<file path="src/rtl/imem_loader_pkg.sv">
// Shared definitions for the instruction-memory loader, fetch and decode.
package imem_loader_pkg;
    localparam int INSTR_W = 32;

    typedef enum logic [1:0] {
        ST_IDLE     = 2'd0,
        ST_ASSEMBLE = 2'd1,
        ST_WRITE    = 2'd2,
        ST_DONE     = 2'd3
    } state_t;
endpackage

</file>
<file path="src/rtl/imem_loader_if.sv">
// Byte-stream input, instruction-memory write port and CPU hold/status for the loader.
interface imem_loader_if #(parameter int ADDR_WIDTH = 6);
    import imem_loader_pkg::*;

    logic                  start;
    logic [ADDR_WIDTH:0]   load_len;
    logic                  in_valid;
    logic [7:0]            in_data;
    logic                  in_ready;
    logic                  imem_we;
    logic [ADDR_WIDTH-1:0] imem_addr;
    logic [INSTR_W-1:0]    imem_wdata;
    logic                  cpu_hold;
    logic                  done;
    logic                  err;

    modport master (
        output start, load_len, in_valid, in_data,
        input  in_ready, imem_we, imem_addr, imem_wdata, cpu_hold, done, err
    );

    modport slave (
        input  start, load_len, in_valid, in_data,
        output in_ready, imem_we, imem_addr, imem_wdata, cpu_hold, done, err
    );
endinterface

</file>
<file path="src/rtl/imem_loader_byte_packer.sv">
// Big-endian byte-to-word packer: first pushed byte lands in the MSB.
module byte_packer
    import imem_loader_pkg::*;
(
    input  logic               clk,
    input  logic               rst,
    input  logic               clear,
    input  logic               push,
    input  logic [7:0]         byte_in,
    output logic [INSTR_W-1:0] word_nxt,
    output logic               full
);
    logic [1:0]         idx;
    logic [INSTR_W-1:0] word;

    // word_nxt already contains the byte being pushed, so the 4th push can
    // hand a complete word to the loader on the same edge.
    always_comb begin
        word_nxt = word;
        word_nxt[INSTR_W-1-8*idx -: 8] = byte_in;
    end

    assign full = push && (idx == 2'd3);

    always_ff @(posedge clk or posedge rst) begin
        if (rst) begin
            idx  <= 2'd0;
            word <= '0;
        end else if (clear) begin
            idx <= 2'd0;
        end else if (push) begin
            idx  <= idx + 2'd1;
            word <= word_nxt;
        end
    end
endmodule

</file>
<file path="src/rtl/imem_loader.sv">
// Loads a byte stream into instruction memory from address 0, holding the CPU until complete.
module imem_loader
    import imem_loader_pkg::*;
#(
    parameter int ADDR_WIDTH = 6
) (
    input  logic          Clock,
    input  logic          Reset,
    imem_loader_if.slave  bus
);
    localparam int                  DEPTH   = 2**ADDR_WIDTH;
    localparam logic [ADDR_WIDTH:0] DEPTH_L = (ADDR_WIDTH+1)'(DEPTH);

    state_t              state;
    logic [ADDR_WIDTH:0] len;
    logic [ADDR_WIDTH:0] count;
    logic [INSTR_W-1:0]  pk_word;
    logic                pk_full;
    logic                pk_push;
    logic                pk_clear;

    assign pk_push  = (state == ST_ASSEMBLE) && bus.in_valid && bus.in_ready;
    assign pk_clear = (state != ST_ASSEMBLE);

    byte_packer u_packer (
        .clk      (Clock),
        .rst      (Reset),
        .clear    (pk_clear),
        .push     (pk_push),
        .byte_in  (bus.in_data),
        .word_nxt (pk_word),
        .full     (pk_full)
    );

    always_ff @(posedge Clock or posedge Reset) begin
        if (Reset) begin
            state          <= ST_IDLE;
            bus.in_ready   <= 1'b0;
            bus.imem_we    <= 1'b0;
            bus.imem_addr  <= '0;
            bus.imem_wdata <= '0;
            bus.cpu_hold   <= 1'b1;
            bus.done       <= 1'b0;
            bus.err        <= 1'b0;
            len            <= '0;
            count          <= '0;
        end else begin
            bus.imem_we <= 1'b0;
            case (state)
                ST_IDLE, ST_DONE: begin
                    if (bus.start) begin
                        if (bus.load_len > DEPTH_L) begin
                            bus.err <= 1'b1;
                        end else if (bus.load_len == '0) begin
                            bus.err      <= 1'b0;
                            bus.done     <= 1'b1;
                            bus.cpu_hold <= 1'b0;
                            state        <= ST_DONE;
                        end else begin
                            bus.err       <= 1'b0;
                            bus.done      <= 1'b0;
                            bus.cpu_hold  <= 1'b1;
                            bus.imem_addr <= '0;
                            bus.in_ready  <= 1'b1;
                            count         <= '0;
                            len           <= bus.load_len;
                            state         <= ST_ASSEMBLE;
                        end
                    end
                end
                ST_ASSEMBLE: begin
                    if (pk_full) begin
                        bus.in_ready   <= 1'b0;
                        bus.imem_we    <= 1'b1;
                        bus.imem_wdata <= pk_word;
                        state          <= ST_WRITE;
                    end
                end
                ST_WRITE: begin
                    count <= count + 1'b1;
                    // The address is left on the last word so a full-depth load never wraps.
                    if (count + 1'b1 == len) begin
                        bus.done     <= 1'b1;
                        bus.cpu_hold <= 1'b0;
                        state        <= ST_DONE;
                    end else begin
                        bus.imem_addr <= bus.imem_addr + 1'b1;
                        bus.in_ready  <= 1'b1;
                        state         <= ST_ASSEMBLE;
                    end
                end
                default: state <= ST_IDLE;
            endcase
        end
    end
endmodule

</file>
<file path="src/flat_wrapper.sv">
// flat-port wrapper written by rule: the top's interface ports become plain ports
module imem_loader_flat import imem_loader_pkg::*;
#(
    parameter int ADDR_WIDTH = 6
)
  (Clock, Reset, bus_start, bus_load_len, bus_in_valid, bus_in_data, bus_in_ready, bus_imem_we, bus_imem_addr, bus_imem_wdata, bus_cpu_hold, bus_done, bus_err);
  imem_loader_if #(.ADDR_WIDTH(ADDR_WIDTH)) bus_i ();
  input  logic Clock;
  input  logic Reset;
  input wire logic [$bits(bus_i.start)-1:0] bus_start;
  input wire logic [$bits(bus_i.load_len)-1:0] bus_load_len;
  input wire logic [$bits(bus_i.in_valid)-1:0] bus_in_valid;
  input wire logic [$bits(bus_i.in_data)-1:0] bus_in_data;
  output wire logic [$bits(bus_i.in_ready)-1:0] bus_in_ready;
  output wire logic [$bits(bus_i.imem_we)-1:0] bus_imem_we;
  output wire logic [$bits(bus_i.imem_addr)-1:0] bus_imem_addr;
  output wire logic [$bits(bus_i.imem_wdata)-1:0] bus_imem_wdata;
  output wire logic [$bits(bus_i.cpu_hold)-1:0] bus_cpu_hold;
  output wire logic [$bits(bus_i.done)-1:0] bus_done;
  output wire logic [$bits(bus_i.err)-1:0] bus_err;
  assign bus_i.start = bus_start;
  assign bus_i.load_len = bus_load_len;
  assign bus_i.in_valid = bus_in_valid;
  assign bus_i.in_data = bus_in_data;
  assign bus_in_ready = bus_i.in_ready;
  assign bus_imem_we = bus_i.imem_we;
  assign bus_imem_addr = bus_i.imem_addr;
  assign bus_imem_wdata = bus_i.imem_wdata;
  assign bus_cpu_hold = bus_i.cpu_hold;
  assign bus_done = bus_i.done;
  assign bus_err = bus_i.err;
  imem_loader #(.ADDR_WIDTH(ADDR_WIDTH)) u_core (.Clock(Clock), .Reset(Reset), .bus(bus_i));
endmodule
</file>
<file path="config.mk">
export PLATFORM = sky130hd
export DESIGN_NAME = imem_loader_flat
export DESIGN_NICKNAME = d
export VERILOG_FILES = /design/src/rtl/imem_loader_pkg.sv /design/src/rtl/imem_loader_if.sv /design/src/rtl/imem_loader_byte_packer.sv /design/src/rtl/imem_loader.sv /design/src/flat_wrapper.sv
export SDC_FILE = /design/constraint.sdc
export NUM_CORES = 1
export LEC_CHECK = 0
export CAP_MARGIN = 20
export CORE_AREA = 3 3 94 96
export CTS_BUF_LIST = sky130_fd_sc_hd__clkbuf_4 sky130_fd_sc_hd__clkbuf_8
export DETAILED_ROUTE_END_ITERATION = 6
export DIE_AREA = 0 0 97 99
export GPL_ROUTABILITY_DRIVEN = 1
export PLACE_DENSITY = 0.73
export SLEW_MARGIN = 0
export SYNTH_ARGS = -nofsm -noshare
export SYNTH_HDL_FRONTEND = slang
export SYNTH_SLANG_ARGS = --single-unit
</file>
<file path="constraint.sdc">
create_clock -name Clock -period 3.4 [get_ports Clock]
set_input_delay 1.02 -clock Clock [delete_from_list [all_inputs] [get_ports Clock]]
set_output_delay 1.02 -clock Clock [all_outputs]
set_load 0.03 [all_outputs]
</file>
=== After elaboration in Yosys (flattened, before gate mapping) ===
Cells that the tools add are included.

* Input bits: 19
* Output and inout port bits: 43
* Logic and storage cells: 89
* Bits in registers: 93

* Add/subtract/negate cells: 5
* $lt $le $gt $ge: 1
* Shift operators: 2
* Bitwise operators: 3
* Mux-type cells: 37
* Reductions and logical operators: 17
* Equal/unequal tests: 12

{| class="wikitable"
|+ Operators by type and width
! operator !! count
|-
| 8-bit by 34-bit variable shift with 39-bit output, first input constant || 1
|-
| 8-bit by 34-bit indexed part select with 39-bit output || 1
|-
| 32-bit negator with 34-bit output || 1
|-
| 32-bit bitwise mux || 1
|-
| 6-bit 2-to-1 mux || 4
|-
| 7-bit 2-to-1 mux || 3
|-
| 1-bit 2-to-1 mux || 16
|-
| 2-bit 2-to-1 mux || 7
|-
| 7-bit one-hot mux with 2 select lines || 1
|-
| 6-bit one-hot mux with 2 select lines || 1
|-
| 4-bit AND reduction || 3
|-
| 5-bit AND reduction || 2
|-
| 2-bit inequality test, second input constant || 4
|-
| 7-bit by 1-bit adder with 7-bit output, second input constant || 1
|-
| 7-bit equality test || 1
|-
| 7-bit greater-than comparator, second input constant || 1
|-
| 7-bit zero test || 1
|-
| 6-bit by 1-bit adder with 6-bit output, second input constant || 1
|-
| 2-bit equality test, second input constant || 3
|-
| 2-bit by 1-bit inequality test with 1-bit output, second input constant || 3
|-
| 2-bit one-hot mux with 3 select lines || 1
|-
| 2-bit AND reduction || 3
|-
| 5-bit by 5-bit subtractor with 6-bit output, first input constant || 1
|-
| 1-bit one-hot mux with 2 select lines || 2
|-
| other kinds (9) || 14
|}

=== Longest topological paths before layout ===
Gate-level depths: netlist of the first run.

* Depth after elaboration: 6
* Depth in mapped cells: 9
* Mapped depth without buffers: 8

=== Modules after synthesis ===
Synthesis of the first run repeated with hierarchy kept, for this count alone.

* Cell total of the unflattened synthesis: 379
* Area, all modules: 4,511.8 µm²

{| class="wikitable"
|+ Modules (own cells, without submodules)
! module !! area an instance (µm²) !! cells each !! sequential area each (µm²) !! instances
|-
| imem_loader || 2,773.9 || 236 || 1,477.7 || 1
|-
| byte_packer || 1,737.9 || 143 || 850.8 || 1
|}

=== Least setup slack after synthesis of the first run ===
OpenSTA, ideal clock, no wires.

* Path kind: input-to-reg
* Start: in bus_load_len[0]
* End: reg u_core.bus.in_ready
* Slack: 0.591 ns
* Setup time: 0.125 ns
* Arrival: 2.684 ns
* Buffers on the path: 0
* Cell stages on the path: 6
* Path through: or4_4 o21ai_0 and2_1 nand2_1 a211oi_1 mux2_2

* Longest elaborated chain between the ends: 3
* Elaborated cells on any way between the ends: 5

{| class="wikitable"
|+ Ends and longest elaborated chain
! what !! line !! RTL
|-
| start, declared || flat_wrapper.sv:11 || <nowiki>input wire logic [$bits(bus_i.load_len)-1:0] bus_load_len;</nowiki>
|-
| 7-bit greater-than comparator / 7-bit zero test (equally long branches) || imem_loader.sv:52, imem_loader.sv:54 ||
|-
| 2-bit inequality test (no source line) || - ||
|-
| 5-bit AND reduction (no source line) * || - ||
|-
| end signal, assigned || imem_loader.sv:64 || <nowiki>bus.in_ready <= 1'b1;</nowiki>
|-
| end signal, assigned || imem_loader.sv:73 || <nowiki>bus.in_ready <= 1'b0;</nowiki>
|-
| end signal, assigned || imem_loader.sv:88 || <nowiki>bus.in_ready <= 1'b1;</nowiki>
|-
| end, declared || imem_loader_if.sv:24 || <nowiki>output in_ready, imem_we, imem_addr, imem_wdata, cpu_hold, done, err</nowiki>
|}

Every way passes the cells marked *; elsewhere a longest branch is shown, timed or not.
A chain may end at the register's enable or synchronous reset.

=== Worst setup path after layout of the first run ===
Same ends and word-level chain as after synthesis.

==> impl_summary.log, run 1 <==
[metrics] input/output buffers: 61
[metrics] cell taking the most area after synthesis: sky130_fd_sc_hd__dfrtp_1
[metrics] global placement routability congestion: 0.848
[metrics] buffer depth of the longest clock path: 2
[metrics] register clock-pin slew on the reported worst setup and hold paths: 0.08 ns
[metrics] ys async rst share: 1.00
[metrics] portion of synthesized cell area occupied by the leading cell type: 0.522
[metrics] Most used DFF post-synth: sky130_fd_sc_hd__dfrtp_1
[metrics] total of fill cells in the finished design: 688
[metrics] post_cts resized: 0
[metrics] layout overhead on the synthesized area: 23.0%
[metrics] Max-Cap Viols: 0
[metrics] GRT overflow: 0
[metrics] dominant cells by area after synthesis: sky130_fd_sc_hd__dfrtp_1 (52%), sky130_fd_sc_hd__a22o_1 (8.0%), sky130_fd_sc_hd__o21ai_0 (5.2%)
[metrics] number of hold buffers added after cts: 0
[metrics] GR Util All Layers: 0.201
[metrics] max-slew headroom at the worst pin: 0.633
[metrics] vertical die dimension: 99 um
[metrics] area of all sequential standard cells: 0.00213 sq mm
[metrics] achievable clock frequency: 329 MHz
[metrics] CTS sink count: 85
[metrics] Flop pwr share: 0.541
[metrics] global-route wire length before repair: 15,700 um
[metrics] flops & latches, synth: 85
[metrics] worst slew pin tran: 0.548 ns
[metrics] pin count of the biggest net entering global routing: 61
[metrics] proportion of layout cells with a drive suffix above 1: 0.0923
[metrics] count of distinct cell types in the synthesized netlist: 45
[metrics] Layout Cells excl Fill: 560
[metrics] final sum of negative setup slack: 0 ns
[metrics] Via-to-Cell Ratio: 5.66
[metrics] aggregate routed wire length: 9180 um
[metrics] post-synthesis net count: 424
[metrics] placed cell count: 545
[metrics] number of iterations in the first detailed-routing pass: 4
[metrics] Tot Pwr: 1.87 mW
[metrics] antenna violations before repair: 0
[metrics] Residual DRC: 0
[metrics] TritonCTS clock tree: yes
[metrics] area of combinational cells with multiple inputs: 0.00174 sq mm
[metrics] via count of the first global-routing pass: 3,176
[metrics] std cell rows: 33
[metrics] number of buffers added by the clock tree synthesis step: 9
[metrics] cell chosen for the clock root: sky130_fd_sc_hd__clkbuf_8
[metrics] core area: 0.00813 sq mm
[metrics] CP max stage cell: sky130_fd_sc_hd__or4_4
[metrics] mean post-synth cell area: 10.1 sq um
[metrics] part of the power in combinational logic: 0.037
[metrics] worst-case clock skew: 0.00799 ns
[metrics] pwr/cell area: 377 mW/mm^2
[metrics] data required time at the worst endpoint: 3.64 ns
[metrics] final hold violations: 0
[metrics] post-route minimum period: 3.04 ns
[metrics] clock power share: 0.422
[metrics] P_leak: 2.23 nW
[metrics] fraction of the yosys area taken by sequential cells: 0.528
[metrics] Yosys warning count: 0
[metrics] Crit path largest cell delay: 0.58 ns
[metrics] critical path start-end classification: primary input to flop
[metrics] outcome: finished, final reports clean
[metrics] switching component of the power: 0.394 mW
[metrics] share of the core filled with cells in the final layout: 0.609
[metrics] Crit. End Element: flop
[metrics] wire length per cell after detailed routing: 16.4 um
[metrics] starting DRC count in detailed routing: 170
[metrics] max-slew violations: 0
[metrics] CP max FO: 5
[metrics] total number of H-tree levels: 3
[metrics] number of antenna diodes: 0
[metrics] unrepaired setup endpoints after global routing: no
[metrics] Post-DRT Antenna Nets: 0
[metrics] peak ir drop on the vdd network: 169 uV
[metrics] cell internal pwr: 1.47 mW
[metrics] total number of vias: 3,172
[metrics] # nets final: 478
[metrics] crit path cell chain: clkdlybuf4s50_1, or4_4, o21ai_0, and2_1, nand2_1, a211oi_1, mux2_2
[metrics] number of ports placed on the die boundary: 62
[metrics] post-synthesis instance total: 397
[metrics] total of endpoints with negative setup slack in the final report: 0
[metrics] die width: 97 um
[metrics] EDFF count, synth: 0
[metrics] data arrival time at the worst-slack endpoint: 3.28 ns
[metrics] switching part of the total: 0.211
[metrics] initial standard-cell utilization of the core: 0.495
[metrics] DIE AREA: 0.00960 sq mm
[metrics] Worst-Skew Late Latency: 0.35 ns
[metrics] Post-Synthesis Cell Area: 0.00403 sq mm
[metrics] share of the clock period used by the worst path after layout: 0.894
[metrics] worst hold slack after final layout: 0.482 ns
[metrics] path type of the worst min-delay path: flop to flop
[metrics] kind of start point of the critical path: primary input
[metrics] Detailed Place HPWL: 6360 um
[metrics] buffers inserted during post-CTS setup optimization: 0
[routing by layer]
layer	wire [um]	vias up	global-route usage	share of wire
li1	-	1515	-	-
met1	4200	1573	0.270	0.46
met2	4430	75	0.319	0.48
met3	439	9	0.0460	0.048
met4	110	0	0.0745	0.012
met5	0	-	0	0
[final timing paths]
path / startpoint / endpoint / slack (ns) / cells after the start
min in group asynchronous: Reset / u_core.len[4] / 0.98 / 2
setup / recovery: bus_load_len[0] / u_core.bus.in_ready / 0.36 / 7
max in group asynchronous: Reset / u_core.bus.imem_wdata[7] / 1.75 / 3
setup reg to reg: u_core.state[0] / u_core.bus.in_ready / 1.13 / 7
hold reg to reg: u_core.bus.imem_wdata[16] / u_core.bus.imem_wdata[16] / 0.48 / 2
hold / removal: u_core.bus.imem_wdata[16] / u_core.bus.imem_wdata[16] / 0.48 / 2
[worst max-delay path, delay by kind of cell]
| family | cells | cell delay, ns |
|---|---|---|
| AND/OR/NAND/NOR | 3 | 0.85 |
| buffers and inverters | 1 | 0.44 |
| multiplexers | 1 | 0.36 |
| AO/OA/AOI/OAI | 2 | 0.60 |
[synthesized netlist by cell type, types with 4 or more instances]
cell,count
sky130_fd_sc_hd__buf_1,10
sky130_fd_sc_hd__inv_1,10
sky130_fd_sc_hd__or3_1,4
sky130_fd_sc_hd__nand2_1,45
sky130_fd_sc_hd__nand3_1,8
sky130_fd_sc_hd__a22o_1,37
sky130_fd_sc_hd__dfrtp_1,84
sky130_fd_sc_hd__nor3_1,9
sky130_fd_sc_hd__o21ai_0,42
sky130_fd_sc_hd__a21oi_1,27
sky130_fd_sc_hd__nor2_1,10
sky130_fd_sc_hd__mux2_2,9
sky130_fd_sc_hd__a21o_1,6
sky130_fd_sc_hd__nor2b_1,26
sky130_fd_sc_hd__clkbuf_1,12
sky130_fd_sc_hd__xnor2_1,6
sky130_fd_sc_hd__ha_1,8
[cells by family (layout without fill, tap and decap cells)]
kind of cell | count (synthesis) | in the layout | synth area share
compound gates | 126 | 126 | 0.208
simple gates | 122 | 122 | 0.154
flops | 85 | 85 | 0.528
buf+inv | 38 | 96 | 0.0395
mux | 11 | 11 | 0.0301
fa+ha+maj | 8 | 8 | 0.0249
xor+xnor | 7 | 7 | 0.0152
[state kept, by name, indices dropped and copies added (netlist names), 2 cells and up]
name / count
u_core.bus.imem_addr: 6
u_core.bus.imem_wdata: 32
u_core.count: 7
u_core.len: 7
u_core.state: 2
u_core.u_packer.idx: 2
u_core.u_packer.word: 24
[cell usage in the layout (no fill, tap or decap), drive strengths merged, types with 8 or more instances in the layout]
cell,netlist,layout
nor2b,26,26
nor2,10,10
nor3,9,9
clkdlybuf4s50,0,61
a21oi,27,27
a22o,37,37
clkbuf,13,11
nand3,8,8
o21ai,42,42
inv,10,9
mux2,9,9
buf,15,10
ha,8,8
nand2,45,45
dfrtp,84,84
[per-stage QoR]
stage | setup slack, ns | instance area (sq um)
2_1_floorplan | 0.188 | 4030
3_3_place_gp | 0.110 | 4740
3_5_place_dp | 0.0111 | 4740
4_1_cts | 0.388 | 4950
5_1_grt | 0.286 | 4950
6_report | 0.359 | 4950
[final cells by class]
type / instances / share of cell area
clock buffers: 11 / 0.0293
clock inverters: 4 / 0.0146
inverters: 10 / 0.00783
multi-input cells: 274 / 0.351
flip-flops and latches: 85 / 0.430
well taps: 105 / 0.0265
repair buffers: 71 / 0.141
[power by group through the flow]
| stage | clock (mW) | combinational [mW] | sequential, mW |
|---|---|---|---|
| final | 0.788 | 0.0690 | 1.01 |
| after global routing | 0.855 | 0.0756 | 1.01 |
| after CTS | 0.808 | 0.0706 | 1.01 |
| after detailed placement | 0 | 0.0700 | 1.03 |
| after global placement | 0 | 0.0687 | 1.03 |
| after floorplan | 0 | 0.0300 | 1.03 |
(Power assumes the default switching activity.)
==> run 2: changes to the inputs <==
- HOLD_SLACK_MARGIN: default -> 0.15
- PLACE_DENSITY: 0.73 -> 0.76
- clock period: 3.4 -> 2.6 ns (I/O delays scaled with it)
==> run 2 against run 1 <==
  * Cell count up 2.5%
  * Die area did not move
  * Sequential power rose by 31%
  * Critical path type unchanged
  * Critical endpoint is now u_core.count[3]
==> impl_summary.log, run 2 (synthesis results as in run 1) <==
[metrics] outcome: finished, final reports clean
[metrics] GR Util All Layers: 0.214 (+0.0135)
[metrics] die width: 97 um (unchanged)
[metrics] path type of the worst min-delay path: flop to flop
[metrics] TritonCTS clock tree: yes
[metrics] data required time at the worst endpoint: 2.85 ns (-0.79 ns)
[metrics] Tot Pwr: 2.40 mW (+29%)
[metrics] worst setup margin: 0.0445 ns (-0.315 ns)
[metrics] worst slew pin tran: 0.570 ns (+0.0219 ns)
[metrics] data arrival time at the worst-slack endpoint: 2.81 ns (-0.47 ns)
[metrics] register clock-pin slew on the reported worst setup and hold paths: 0.09 ns (about the same)
[metrics] Post-DRT Antenna Nets: 0 (unchanged)
[metrics] post-route design area: 0.00507 sq mm (+2.4%)
[metrics] pwr/cell area: 474 mW/mm^2 (+26%)
[metrics] largest registers in the final layout: u_core.bus.imem_wdata x32, u_core.u_packer.word x24
[metrics] Placement Cell Area: 0.00483 sq mm (+1.9%)
[metrics] Critical Path Source: bus_load_len[5]
[metrics] aggregate routed wire length: 9970 um (+8.6%)
[metrics] Worst Setup EP: u_core.count[3]
[metrics] CP delay by family, top: simple AND/OR/NAND/NOR gates
[metrics] antenna violations before repair: 0 (unchanged)
[metrics] leading cell types in the layout, fill and taps excluded: sky130_fd_sc_hd__dfrtp_1 (84), sky130_fd_sc_hd__clkdlybuf4s50_1 (57), sky130_fd_sc_hd__nand2_1 (45), sky130_fd_sc_hd__o21ai_0 (41), sky130_fd_sc_hd__a22o_1 (37)
[metrics] setup slack after placement: -0.508 ns (-0.519 ns)
[metrics] total number of vias: 3,272 (+3.2%)
[metrics] Residual DRC: 0 (unchanged)
[metrics] Crit path largest cell delay: 0.42 ns (-0.16 ns)
[metrics] most common library cell in the layout ignoring fill and taps: sky130_fd_sc_hd__dfrtp_1
[metrics] startpoint of the worst-slack reg-to-reg timing path: u_core.count[0]
[metrics] post-route minimum period: 2.56 ns
[metrics] cell count along the critical path: 8 (+1)
[metrics] number of ports placed on the die boundary: 62 (unchanged)
[metrics] cell chosen for the clock root: sky130_fd_sc_hd__clkbuf_8
[metrics] setup slack of the most critical reg-to-reg path: 0.26 ns (-0.87 ns)
[metrics] Crit. End Element: flop
[metrics] CP max FO: 6 (+1)
[metrics] crit path cell chain: clkdlybuf4s50_1, or2_2, or3_4, a41oi_4, buf_6, nor3_1, a21o_1, a22o_1
[metrics] number of iterations in the first detailed-routing pass: 4 (unchanged)
[metrics] Detailed Place HPWL: 6890 um (+8.2%)
[metrics] number of flip-flops under the largest register name: 32 (unchanged)
[metrics] starting DRC count in detailed routing: 130 (-24%)
[metrics] Max-Cap Viols: 0 (unchanged)
[metrics] Worst R2R End: u_core.bus.imem_addr[2]
[metrics] share of the core filled with cells in the final layout: 0.624 (+0.0148)
[metrics] via count of the first global-routing pass: 3,439 (+8.3%)
[metrics] CP max stage cell: sky130_fd_sc_hd__clkdlybuf4s50_1
[metrics] Worst-Skew Late Latency: 0.36 ns (about the same)
[metrics] GRT overflow: 0 (unchanged)
[metrics] number of antenna diodes: 0 (unchanged)
[metrics] achievable clock frequency: 391 MHz
[metrics] global placement routability congestion: 0.854 (+0.67%)
[metrics] kind of start point of the critical path: primary input
[metrics] buffering stage count on the worst path with inverters included: 2 (+1)
[metrics] layout overhead on the synthesized area: 26.0%
[metrics] CTS sink count: 85 (unchanged)
[metrics] core area: 0.00813 sq mm (unchanged)
[metrics] # nets final: 491 (+2.7%)
[metrics] register with the most flip-flops: u_core.bus.imem_wdata
[metrics] total of endpoints with negative setup slack in the final report: 0 (unchanged)
[metrics] share of the clock period used by the worst path after layout: 0.983
[metrics] max-slew headroom at the worst pin: 0.619 (-0.0146)
[metrics] final hold violations: 0 (unchanged)
[metrics] Via-to-Cell Ratio: 5.70 (+0.64%)
[metrics] P_leak: 2.31 nW (+3.3%)
[metrics] global-route wire length before repair: 16,600 um (+5.7%)
[metrics] std cell rows: 33 (unchanged)
[metrics] worst-case clock skew: 0.0121 ns (+0.00410 ns)
[metrics] total number of H-tree levels: 3 (unchanged)
[metrics] unrepaired setup endpoints after global routing: no
[metrics] max-slew violations: 0 (unchanged)
[metrics] peak ir drop on the vdd network: 281 uV (+66%)
[metrics] buffer depth of the longest clock path: 2 (unchanged)
[metrics] number of buffers added by the clock tree synthesis step: 9 (unchanged)
[metrics] depth of the worst register-to-register path: 8 (+1)
[metrics] number of hold buffers added after cts: 0 (unchanged)
[metrics] input/output buffers: 61 (unchanged)
[metrics] critical path start-end classification: primary input to flop
[metrics] wire length per cell after detailed routing: 17.4 um (+6.0%)
[metrics] proportion of layout cells with a drive suffix above 1: 0.124 (+0.0314)
[metrics] DIE AREA: 0.00960 sq mm (unchanged)
[metrics] initial standard-cell utilization of the core: 0.495 (unchanged)
[metrics] vertical die dimension: 99 um (unchanged)
[metrics] pin count of the biggest net entering global routing: 36 (-41%)
-- run 2: cell count changes in the layout (fill, tap and decap cells not counted), sizes merged --
cell           delta
dlymetal6s2s      +1
bufinv            -1
dlygate4sd2       +3
inv               +3
buf              +13
clkinv            +1
clkdlybuf4s50     -4
clkbuf            -2
-- run 2: layout make-up --
| class | count | area (sq um) |
|---|---|---|
| repair buffers | 84 | 808 |
| clock inverters | 7 | 81.3 |
| inverters | 10 | 41.3 |
| well taps | 105 | 131 |
| flip-flops and latches | 85 | 2130 |
| multi-input cells | 274 | 1760 |
| clock buffers | 9 | 124 |
| fillers | 656 | 3060 |
-- run 2: worst min-delay path by stage --
stage                              start                   endpoint  slack (ns)  cells after the start
6_report       u_core.bus.imem_wdata[17]  u_core.bus.imem_wdata[17]        0.49                      2
5_1_grt        u_core.bus.imem_wdata[18]  u_core.bus.imem_wdata[18]        0.52                      2
4_1_cts        u_core.bus.imem_wdata[21]  u_core.bus.imem_wdata[21]        0.50                      2
3_5_place_dp   u_core.bus.imem_wdata[21]  u_core.bus.imem_wdata[21]        0.47                      2
3_3_place_gp   u_core.bus.imem_wdata[24]  u_core.bus.imem_wdata[24]        0.47                      2
2_1_floorplan   u_core.u_packer.word[10]   u_core.u_packer.word[10]        0.46                      1
-- run 2: metal layers --
metal,up-vias,part of all wire,global-route usage,routed length [um]
li1,1540,-,-,-
met1,1607,0.43,0.260,4300
met2,108,0.51,0.369,5060
met3,17,0.049,0.0587,491
met4,0,0.012,0.0713,119
met5,-,0,0,0
-- run 2: where the power goes --
group	internal [mW]	switching, mW	leakage (nW)
registers	1.32	0	1.16
logic	0.0382	0.0617	1.04
clock network	0.460	0.523	0.106
-- run 2: stage by stage --
step                hold slack, ns  cells  setup TNS (ns)
floorplan                    0.458    397               0
global placement             0.467    555           -6.72
detailed placement           0.474    555           -8.40
CTS                          0.495    574               0
global route                 0.517    574               0
finish                       0.490    574               0
-- run 2: worst register-to-register path, cell delays in order (launching register included) --
cell and delay [ns]:
sky130_fd_sc_hd__dfrtp_1 0.45, sky130_fd_sc_hd__ha_1 0.30, sky130_fd_sc_hd__and4_1 0.27, sky130_fd_sc_hd__a21oi_1 0.09, sky130_fd_sc_hd__nor3b_1 0.22, sky130_fd_sc_hd__o2111a_1 0.47
sky130_fd_sc_hd__or2_2 0.21, sky130_fd_sc_hd__buf_4 0.12, sky130_fd_sc_hd__o21ai_0 0.08
-- run 2: what timing repair did --
item | 4_1_cts | 5_1_grt
resized for setup | 7 | 2
setup endpoints to repair | 9 | 9
gates cloned | 1 | 0
setup buffers | 2 | 0
pin swaps | 3 | 3
==> run 3: changes to the inputs <==
- CORE_AREA: 3 3 94 96 -> 3 3 78 116
- CTS_CLUSTER_DIAMETER: default -> 40
- DIE_AREA: 0 0 97 99 -> 0 0 81 119
- PLACE_DENSITY: 0.76 -> 0.75
==> run 3 against run 2 <==
  * Die area is 0.37% higher
  * Critical path depth is 2 higher
  * Setup slack better by 0.00071 ns
  * First-iteration DRC count is 31% higher
  * Cell count is 0.70% higher
  * Flip-flop and latch count stayed put
  * Combinational power is 2.1% lower
  * Worst hold slack worse by 0.0046 ns
  * Critical endpoint is now u_core.bus.imem_addr[3]
==> impl_summary.log, run 3 (synthesis results as in run 1) <==
[metrics] GRT overflow: 0 (unchanged)
[metrics] initial standard-cell utilization of the core: 0.497 (+0.00160)
[metrics] register clock-pin slew on the reported worst setup and hold paths: 0.08 ns (about the same)
[metrics] pin count of the biggest net entering global routing: 41 (+14%)
[metrics] layout overhead on the synthesized area: 30.5%
[metrics] antenna violations before repair: 0 (unchanged)
[metrics] CTS sink count: 85 (unchanged)
[metrics] starting DRC count in detailed routing: 170 (+31%)
[metrics] post-route minimum period: 2.55 ns (-0.000714 ns)
[metrics] pwr/cell area: 495 mW/mm^2 (+4.5%)
[metrics] buffer depth of the longest clock path: 2 (unchanged)
[metrics] number of ports placed on the die boundary: 62 (unchanged)
[metrics] most common library cell in the layout ignoring fill and taps: sky130_fd_sc_hd__dfrtp_1
[metrics] vertical die dimension: 119 um (+20%)
[metrics] input/output buffers: 61 (unchanged)
[metrics] Post-DRT Antenna Nets: 0 (unchanged)
[metrics] register with the most flip-flops: u_core.bus.imem_wdata
[metrics] Crit. End Element: flop
[metrics] Max-Cap Viols: 0 (unchanged)
[metrics] max-slew headroom at the worst pin: 0.637 (+0.0187)
[metrics] Tot Pwr: 2.60 mW (+8.3%)
[metrics] max-slew violations: 0 (unchanged)
[metrics] setup slack of the most critical reg-to-reg path: 0.35 ns (+0.09 ns)
[metrics] Crit path largest cell delay: 0.52 ns (+0.10 ns)
[metrics] Layout Cells excl Fill: 578 (+0.70%)
[metrics] worst hold slack after final layout: 0.486 ns (-0.00460 ns)
[metrics] number of iterations in the first detailed-routing pass: 4 (unchanged)
[metrics] crit path cell chain: dlygate4sd2_1, or4_4, or3_4, a41oi_4, buf_6, buf_12, buf_16, or2_4, buf_6, o21ai_1
[metrics] worst slew pin tran: 0.542 ns (-0.0279 ns)
[metrics] GR Util All Layers: 0.213 (-0.000815)
[metrics] number of flip-flops under the largest register name: 32 (unchanged)
[metrics] achievable clock frequency: 391 MHz (about the same)
[metrics] std cell rows: 40 (+21%)
[metrics] CP dominant cell by count: sky130_fd_sc_hd__buf_6
[metrics] leading cell types in the layout, fill and taps excluded: sky130_fd_sc_hd__dfrtp_1 (84), sky130_fd_sc_hd__clkdlybuf4s50_1 (57), sky130_fd_sc_hd__nand2_1 (45), sky130_fd_sc_hd__a22o_1 (37), sky130_fd_sc_hd__o21ai_0 (34)
[metrics] data required time at the worst endpoint: 2.84 ns (about the same)
[metrics] via count of the first global-routing pass: 3,384 (-1.6%)
[metrics] outcome: finished, final reports clean
[metrics] P_leak: 2.39 nW (+3.5%)
[metrics] die width: 81 um (-16%)
[metrics] # nets final: 495 (+0.81%)
[metrics] aggregate routed wire length: 9650 um (-3.2%)
[metrics] total of fill cells in the finished design: 653 (-0.46%)
[metrics] CP max stage cell: sky130_fd_sc_hd__or4_4
[metrics] share of the clock period used by the worst path after layout: 0.983 (about the same)
[metrics] Via-to-Cell Ratio: 5.62 (-1.5%)
[metrics] path type of the worst min-delay path: flop to flop
[metrics] wire length per cell after detailed routing: 16.7 um (-3.9%)
[metrics] setup slack after placement: -0.537 ns (-0.0289 ns)
[metrics] core area: 0.00811 sq mm (-0.32%)
[metrics] total number of vias: 3,246 (-0.79%)
[metrics] final hold violations: 0 (unchanged)
[metrics] largest registers in the final layout: u_core.bus.imem_wdata x32, u_core.u_packer.word x24
[metrics] worst-case clock skew: 0.00927 ns (-0.00282 ns)
[metrics] total number of H-tree levels: 3 (unchanged)
[metrics] worst setup margin: 0.0452 ns (+0.000714 ns)
[metrics] Residual DRC: 0 (unchanged)
[metrics] data arrival time at the worst-slack endpoint: 2.79 ns (-0.02 ns)
[metrics] total of endpoints with negative setup slack in the final report: 0 (unchanged)
[metrics] global-route wire length before repair: 16,100 um (-3.0%)
[metrics] placed cell count: 554 (-0.18%)
[metrics] Worst-Skew Late Latency: 0.36 ns (about the same)
[metrics] CP max FO: 5 (-1)
[metrics] cell chosen for the clock root: sky130_fd_sc_hd__clkbuf_8
[metrics] peak ir drop on the vdd network: 302 uV (+7.7%)
[metrics] number of buffers added by the clock tree synthesis step: 9 (unchanged)
[metrics] kind of start point of the critical path: primary input
[metrics] number of antenna diodes: 0 (unchanged)
[metrics] buffering stage count on the worst path with inverters included: 5 (+3)
[metrics] TritonCTS clock tree: yes
[metrics] Detailed Place HPWL: 6850 um (-0.48%)
[metrics] proportion of layout cells with a drive suffix above 1: 0.135 (+0.0116)
[metrics] DIE AREA: 0.00964 sq mm (+0.37%)
[metrics] critical path start-end classification: primary input to flop
[metrics] CP delay by family, top: simple AND/OR/NAND/NOR gates
[metrics] global placement routability congestion: 0.828 (-3.0%)
==> run 3: final cells by class <==
class,count,area (sq um),area share
multi-input combinational,274,1780,0.339
clock inverter,3,90.1,0.0171
sequential,85,2130,0.405
inverter,10,41.3,0.00786
tap,105,131,0.0250
timing repair buffer,88,912,0.174
clock buffer,13,173,0.0328
==> run 3: per-layer routing <==
metal,GRT usage,wire length [um],share of wire
met1,0.262,3960,0.41
met2,0.348,4970,0.52
met3,0.0522,398,0.041
met4,0.0973,310,0.032
met5,0,0,0
==> run 3: tightest hold or removal path: stages (launching register included) <==
cell and delay (ns):
sky130_fd_sc_hd__dfrtp_1 0.35, sky130_fd_sc_hd__nand2_1 0.05, sky130_fd_sc_hd__o21ai_0 0.06
==> run 3: where the power goes <==
part           switching (mW)  internal (mW)
Sequential                  0           1.32
Clock                   0.455          0.728
Combinational          0.0587         0.0391
==> run 3: worst paths after layout <==
| kind | startpoint | to | cells past startpoint |
|---|---|---|---|
| hold / removal | u_core.bus.imem_wdata[17] | u_core.bus.imem_wdata[17] | 2 |
| max in group asynchronous | Reset | u_core.bus.cpu_hold | 3 |
| hold reg to reg | u_core.bus.imem_wdata[17] | u_core.bus.imem_wdata[17] | 2 |
| setup / recovery | bus_load_len[3] | u_core.bus.imem_addr[3] | 10 |
| setup reg to reg | u_core.count[0] | u_core.bus.imem_addr[3] | 8 |
| min in group asynchronous | Reset | u_core.bus.imem_we | 2 |
==> run 3: what timing repair did <==
action / in CTS / in global routing
pin swaps: 4 / 6
cloned: 1 / 0
hold buffers: 0 / 0
setup endpoints to repair: 19 / 9
setup buffers: 3 / 4
gates resized for setup: 16 / 12
endpoints found under the hold margin: 0 / 0
==> run 3: through the flow <==
| step | utilization | TNS (ns) | area (sq um) |
|---|---|---|---|
| after floorplan | - | 0 | 4030 |
| after global placement | 0.598 | -8.50 | 4840 |
| after detailed placement | 0.598 | -9.59 | 4840 |
| after CTS | 0.641 | 0 | 5200 |
| after global routing | 0.648 | -0.0252 | 5260 |
| final | 0.648 | 0 | 5260 |
